`src/rtl/seq_det_pkg.sv`:
```
// Shared types and sizing helpers for the round-robin serial pattern matcher.
// Overlapping-match behaviour is selected in seq_detect_sched via SEQ_OVERLAP_EN.
package seq_det_pkg;

    typedef enum logic [1:0] {
        IDLE  = 2'd0,
        CLEAR = 2'd1,
        RUN   = 2'd2
    } state_t;

    localparam int DEF_N_CH  = 4;
    localparam int DEF_PAT_W = 8;
    localparam int DEF_CNT_W = 16;

    // Length field must be able to encode 0..PAT_W inclusive.
    function automatic int len_w(input int pat_w);
        return $clog2(pat_w + 1);
    endfunction

    function automatic int ch_w(input int n_ch);
        return (n_ch > 1) ? $clog2(n_ch) : 1;
    endfunction

endpackage

```
`src/rtl/rr_arbiter.sv`:
```
// Combinational round-robin arbiter: one-hot grant searching upward from ptr
// with wrap, plus the pointer value to load after a granted transfer.
module rr_arbiter #(
    parameter int N_CH = 4,
    parameter int CH_W = 2
) (
    input  logic [N_CH-1:0] req,
    input  logic [CH_W-1:0] ptr,
    output logic [N_CH-1:0] grant,
    output logic [CH_W-1:0] grant_idx,
    output logic            grant_any,
    output logic [CH_W-1:0] ptr_next
);

    logic [CH_W-1:0] idx;

    // Walk from the farthest candidate back to ptr so the nearest requester wins.
    always_comb begin
        grant     = '0;
        grant_idx = '0;
        grant_any = 1'b0;
        ptr_next  = ptr;
        idx       = '0;
        for (int k = N_CH - 1; k >= 0; k--) begin
            idx = CH_W'((int'(ptr) + k) % N_CH);
            if (req[idx]) begin
                grant      = '0;
                grant[idx] = 1'b1;
                grant_idx  = idx;
                grant_any  = 1'b1;
                ptr_next   = CH_W'((int'(idx) + 1) % N_CH);
            end
        end
    end

endmodule

```
`src/rtl/seq_detect_sched.sv`:
```
// One programmable serial-pattern matcher time-shared across N_CH bit streams.
// Define SEQ_OVERLAP_EN to keep history after a match (overlapping detection).
module seq_detect_sched
    import seq_det_pkg::*;
#(
    parameter int N_CH  = DEF_N_CH,
    parameter int PAT_W = DEF_PAT_W,
    parameter int CNT_W = DEF_CNT_W,
    parameter int LEN_W = len_w(PAT_W),
    parameter int CH_W  = ch_w(N_CH)
) (
    input  logic             clk,
    input  logic             reset,
    input  logic             enable,
    input  logic             cfg_we,
    input  logic [PAT_W-1:0] cfg_pattern,
    input  logic [LEN_W-1:0] cfg_len,
    input  logic [N_CH-1:0]  w_valid,
    input  logic [N_CH-1:0]  w_bit,
    output logic [N_CH-1:0]  w_ready,
    output logic             z,
    output logic [CH_W-1:0]  z_ch,
    output logic [CNT_W-1:0] match_cnt,
    output logic             busy
);

    localparam logic [LEN_W-1:0] LEN_MAX = LEN_W'(PAT_W);

    state_t           state_reg, state_next;
    logic [PAT_W-1:0] pattern_reg;
    logic [LEN_W-1:0] len_reg;
    logic [CH_W-1:0]  ptr_reg;
    logic [PAT_W-1:0] hist_reg  [N_CH];
    logic [LEN_W-1:0] fill_reg  [N_CH];
    logic [PAT_W-1:0] hist_next [N_CH];
    logic [LEN_W-1:0] fill_next [N_CH];
    logic [N_CH-1:0]  match_vec;
    logic [PAT_W-1:0] len_mask;
    logic             z_reg;
    logic [CH_W-1:0]  z_ch_reg;
    logic [CNT_W-1:0] match_cnt_reg;

    logic [N_CH-1:0]  req;
    logic [N_CH-1:0]  grant;
    logic [CH_W-1:0]  grant_idx;
    logic             grant_any;
    logic [CH_W-1:0]  ptr_next;
    logic             match;

    assign req = (state_reg == RUN) ? w_valid : '0;

    rr_arbiter #(
        .N_CH (N_CH),
        .CH_W (CH_W)
    ) u_arb (
        .req       (req),
        .ptr       (ptr_reg),
        .grant     (grant),
        .grant_idx (grant_idx),
        .grant_any (grant_any),
        .ptr_next  (ptr_next)
    );

    always_comb begin
        len_mask = '0;
        for (int i = 0; i < PAT_W; i++) begin
            len_mask[i] = (i < int'(len_reg));
        end
    end

    generate
        for (genvar gi = 0; gi < N_CH; gi++) begin : g_ch
            assign hist_next[gi] = PAT_W'({hist_reg[gi], w_bit[gi]});
            assign fill_next[gi] = (fill_reg[gi] == LEN_MAX) ? LEN_MAX
                                                             : fill_reg[gi] + LEN_W'(1);
            assign match_vec[gi] = grant[gi] && (fill_next[gi] >= len_reg) &&
                                   (((hist_next[gi] ^ pattern_reg) & len_mask) == '0);
        end
    endgenerate

    assign match = |match_vec;

    always_comb begin
        state_next = state_reg;
        case (state_reg)
            IDLE:    if (enable) state_next = CLEAR;
            CLEAR:   state_next = RUN;
            RUN:     if (!enable) state_next = IDLE;
            default: state_next = IDLE;
        endcase
    end

    always_ff @(posedge clk or negedge reset) begin
        if (!reset) begin
            state_reg   <= IDLE;
            pattern_reg <= '0;
            len_reg     <= LEN_MAX;
            ptr_reg     <= '0;
        end else begin
            state_reg <= state_next;
            if (state_reg == IDLE && cfg_we) begin
                pattern_reg <= cfg_pattern;
                if (cfg_len != '0) begin
                    len_reg <= (cfg_len > LEN_MAX) ? LEN_MAX : cfg_len;
                end
            end
            if (state_reg == CLEAR) begin
                ptr_reg <= '0;
            end else if (grant_any) begin
                ptr_reg <= ptr_next;
            end
        end
    end

    // Histories only move on their own channel's accepted transfer.
    always_ff @(posedge clk or negedge reset) begin
        if (!reset) begin
            for (int c = 0; c < N_CH; c++) begin
                hist_reg[c] <= '0;
                fill_reg[c] <= '0;
            end
        end else if (state_reg == CLEAR) begin
            for (int c = 0; c < N_CH; c++) begin
                hist_reg[c] <= '0;
                fill_reg[c] <= '0;
            end
        end else begin
            for (int c = 0; c < N_CH; c++) begin
                if (grant[c]) begin
`ifdef SEQ_OVERLAP_EN
                    hist_reg[c] <= hist_next[c];
                    fill_reg[c] <= fill_next[c];
`else
                    if (match_vec[c]) begin
                        hist_reg[c] <= '0;
                        fill_reg[c] <= '0;
                    end else begin
                        hist_reg[c] <= hist_next[c];
                        fill_reg[c] <= fill_next[c];
                    end
`endif
                end
            end
        end
    end

    always_ff @(posedge clk or negedge reset) begin
        if (!reset) begin
            z_reg         <= 1'b0;
            z_ch_reg      <= '0;
            match_cnt_reg <= '0;
        end else begin
            z_reg <= match;
            if (match) begin
                z_ch_reg <= grant_idx;
            end
            if (state_reg == CLEAR) begin
                match_cnt_reg <= '0;
            end else if (match && match_cnt_reg != '1) begin
                match_cnt_reg <= match_cnt_reg + CNT_W'(1);
            end
        end
    end

    assign w_ready   = grant;
    assign z         = z_reg;
    assign z_ch      = z_ch_reg;
    assign match_cnt = match_cnt_reg;
    assign busy      = (state_reg != IDLE);

endmodule

```
`config.mk`:
```
export PLATFORM = sky130hd
export DESIGN_NAME = seq_detect_sched
export DESIGN_NICKNAME = d
export VERILOG_FILES = /design/src/rtl/seq_det_pkg.sv /design/src/rtl/rr_arbiter.sv /design/src/rtl/seq_detect_sched.sv
export SDC_FILE = /design/constraint.sdc
export NUM_CORES = 1
export LEC_CHECK = 0
export CAP_MARGIN = 5
export CORE_MARGIN = 2
export CORE_UTILIZATION = 40
export CTS_BUF_LIST = sky130_fd_sc_hd__clkbuf_4 sky130_fd_sc_hd__clkbuf_8 sky130_fd_sc_hd__clkbuf_16
export CTS_CLUSTER_DIAMETER = 120
export CTS_CLUSTER_SIZE = 24
export DETAILED_ROUTE_END_ITERATION = 7
export GPL_TIMING_DRIVEN = 0
export HOLD_SLACK_MARGIN = 0.1
export SYNTH_ARGS = -nofsm -noshare
export SYNTH_HDL_FRONTEND = slang
export SYNTH_SLANG_ARGS = --single-unit
```
`constraint.sdc`:
```
create_clock -name clk -period 4.9 [get_ports clk]
set_input_delay 0.98 -clock clk [delete_from_list [all_inputs] [get_ports clk]]
set_output_delay 0.98 -clock clk [all_outputs]
set_load 0.03 [all_outputs]
```
==> flow_metrics.env <==
export IMPL_initialDrtViolationCount=240
export IMPL_crit_type="reg -> out"
export IMPL_power_frac_comb_pct=55.6
export IMPL_utilization_pct=48.7
export IMPL_synth_simple_area_share_pct=15.5
export IMPL_synth_xor_xnor_area_share_pct=6.40
export IMPL_preCtsSetupSlack_ps=433
export IMPL_synth_top_family_by_area="compound AO/OA/AOI/OAI gates"
export IMPL_cts_htree_levels=3
export IMPL_worstPathArrival_ps=3600
export IMPL_setup_violations=0
export IMPL_design_area_mm2=0.00607
export IMPL_max_slew_margin_pct=55.7
export IMPL_synthMuxAreaShare_pct=2.64
export IMPL_die_h_um=117
export IMPL_cts_setup_buffers=0
export IMPL_setup_ws_ps=323
export IMPL_clockPowerShare_pct=17.9
export IMPL_leakage_nw=2.66
export IMPL_ir_worst_vdd_mv=0.308
export IMPL_dpl_instance_area_mm2=0.00577
export IMPL_drive_above_1_share_pct=9.23
export IMPL_required_ps=3920
export IMPL_status="finished, final reports clean"
export IMPL_seqPwrFrac_pct=26.5
export IMPL_slew_viol_final=0
export IMPL_row_count=41
export IMPL_worst_slew_pin_slew_ps=662
export IMPL_holdCritPathClass="reg -> reg"
export IMPL_dp_final_hpwl_mm=8.79
export IMPL_grt_pass1_vias=4043
export IMPL_drt_wl_total_mm=12.0
export IMPL_coreArea_mm2=0.0125
export IMPL_yosysWarnings=0
export IMPL_postSynthAreaPerCell_um2=9.70
export IMPL_netlist_area_mm2=0.00506
export IMPL_synthToLayoutAreaGrowth_pct=19.9
export IMPL_fin_nets=638
export IMPL_worst_setup_path_end_kind="output port"
export IMPL_grt_first_pass_wirelength_mm=20.1
export IMPL_ctsHoldBuffers=0
export IMPL_synth_fp_nets=579
export IMPL_period_minus_slack_ps=4580
export IMPL_vias=4145
export IMPL_grt_overflow=0
export IMPL_antenna_found_initial=0
export IMPL_switching_share_pct=43.9
export IMPL_fmax_mhz=218
export IMPL_seqCellArea_mm2=0.00198
export IMPL_seq_area_frac_synth_pct=39.1
export IMPL_gp_congestion=0.886
export IMPL_finalCritPeriodShare_pct=93.4
export IMPL_numPortBuffers=47
export IMPL_largest_reg_flops=28
export IMPL_cts_buffers=9
export IMPL_dr_pass1_iters=5
export IMPL_synth_distinct_cells=70
export IMPL_synth_edf_count=0
export IMPL_drcViolationCount=0
export IMPL_postRouteAntennaNets=0
export IMPL_clock_latency_ps=340
export IMPL_vias_per_cell=5.48
export IMPL_grt_use_total_pct=18.9
export IMPL_start_kind="flop"
export IMPL_power_density_mw_per_mm2=622
export IMPL_cts_sinks=79
export IMPL_max_cap_violations=0
export IMPL_switchingPower_w=0.00166
export IMPL_die_w_um=117
export IMPL_synthFlopType="dfrtp_1"
export IMPL_grt_max_degree=53
export IMPL_num_antenna_cells=0
export IMPL_n_fill_cell=1148
export IMPL_cp_max_fo=10
export IMPL_synthAdderAreaFrac_pct=8.15
export IMPL_clk_path_buf_depth=2
export IMPL_cts_tree="yes"
export IMPL_synth_cells=522
export IMPL_hold_violations=0
export IMPL_clkTransAtPathRegs_ps=60
export IMPL_cts_repair_resized=0
export IMPL_pin_count=48
export IMPL_synth_compound_area_share_pct=23.7
export IMPL_synth_seq_cells=79
export IMPL_initial_core_util_pct=40.6
export IMPL_die_area_mm2=0.0136
export IMPL_clock_skew_final_ps=6.22
export IMPL_wl_per_cell_um=15.8
export IMPL_cts_root_buf="clkbuf_16"
export IMPL_rsz0062_at_grt="no"
export IMPL_internal_power_w=0.00212
export IMPL_multi_input_area_mm2=0.00286
export IMPL_async_reset_ff_share_pct=100
==> cell families after synthesis <==
group	after synthesis
compound gates	161
xor+xnor	37
fa+ha+maj	33
buf+inv	51
flops	79
mux	12
simple gates	149
==> stage by stage <==
step	std cells	setup TNS (ps)	power, W	hold slack [ps]
2_1_floorplan	522	0	0.00254	493
3_3_place_gp	741	-8070	0.00306	463
6_report	757	0	0.00377	478
5_1_grt	757	0	0.00410	533
4_1_cts	757	0	0.00380	484
3_5_place_dp	742	0	0.00311	470
==> layout by cell type (no fill, tap or decap), types with 10 or more instances in the layout <==
cell type	instances
a21oi_1	32
a22o_1	46
clkbuf_1	21
clkdlybuf4s50_1	46
dfrtp_1	78
ha_1	33
inv_1	22
nand2_1	51
nand3_1	15
nor2_1	26
o21ai_0	24
o31ai_1	10
xnor2_1	24
xor2_1	13
==> worst paths after layout <==
path | startpoint | to | slack [ps] | cells after the start
worst max-delay path | ptr_reg[0] | w_ready[1] | 320 | 8
min in group asynchronous | reset | z_ch[1] | 560 | 1
worst min-delay path | z_ch[0] | z_ch[0] | 480 | 2
worst min register to register | z_ch[0] | z_ch[0] | 480 | 2
worst max register to register | ptr_reg[0] | match_cnt[15] | 1080 | 12
max in group asynchronous | reset | len_reg[3] | 3710 | 2
==> synth_stat cells (all sizes together), types with 3 or more instances <==
master | instances | share of area (%)
dfrtp | 78 | 39
and2 | 5 | 0.62
nor4 | 3 | 0.49
a211oi | 5 | 1.0
ha | 33 | 8.2
o22ai | 6 | 1.0
mux2i | 7 | 1.5
a22o | 48 | 8.5
nand2b | 8 | 0.99
xor2 | 13 | 2.2
clkbuf | 21 | 1.6
o221ai | 3 | 0.52
or3 | 9 | 1.2
o211ai | 4 | 0.69
or4 | 4 | 0.59
a21o | 9 | 1.3
o31ai | 10 | 1.5
nor3b | 5 | 1.1
nor3 | 3 | 0.30
nor2 | 26 | 1.9
a21oi | 32 | 3.2
o21ai | 29 | 3.0
nand3 | 15 | 1.5
nand4 | 6 | 0.74
xnor2 | 24 | 4.2
buf | 7 | 1.3
inv | 23 | 1.7
o21a | 3 | 0.44
mux2 | 5 | 1.1
nand2 | 51 | 3.8
==> worst max-delay path, stage by stage, from the launching register on <==
cell and delay, ps:
dfrtp_1 530, buf_4 250, inv_1 110, ha_1 350
or3b_4 430, o22ai_4 230, a211oi_1 100, a211oi_2 480
clkdlybuf4s50_1 770
==> power groups by stage <==
stage / sequential [W] / combinational (W) / clock (W)
detailed placement: 0.00101 / 0.00210 / 0
global route: 0.00103 / 0.00235 / 0.000723
finish: 0.00100 / 0.00210 / 0.000675
floorplan: 0.000997 / 0.00155 / 0
CTS: 0.00100 / 0.00211 / 0.000695
global placement: 0.00100 / 0.00206 / 0
==> cell type report <==
type                    instances  share of cell area (%)
well taps                     172                    3.54
clock inverters                 4                   0.742
inverters                      23                    1.42
clock buffers                  11                    4.16
repair buffers                 48                    8.16
flip-flops and latches         79                    32.6
plain buffers                  28                    2.37
multi-input cells             392                    47.0
==> per-layer routing <==
metal / track usage, % / up-vias / wire length [um]
met4: 7.78 / 0 / 258
met2: 30.3 / 93 / 5600
met5: 0 / - / 0
met1: 25.7 / 2008 / 5660
li1: - / 2026 / -
met3: 2.59 / 18 / 446
Power figures use the tool's default switching activity.
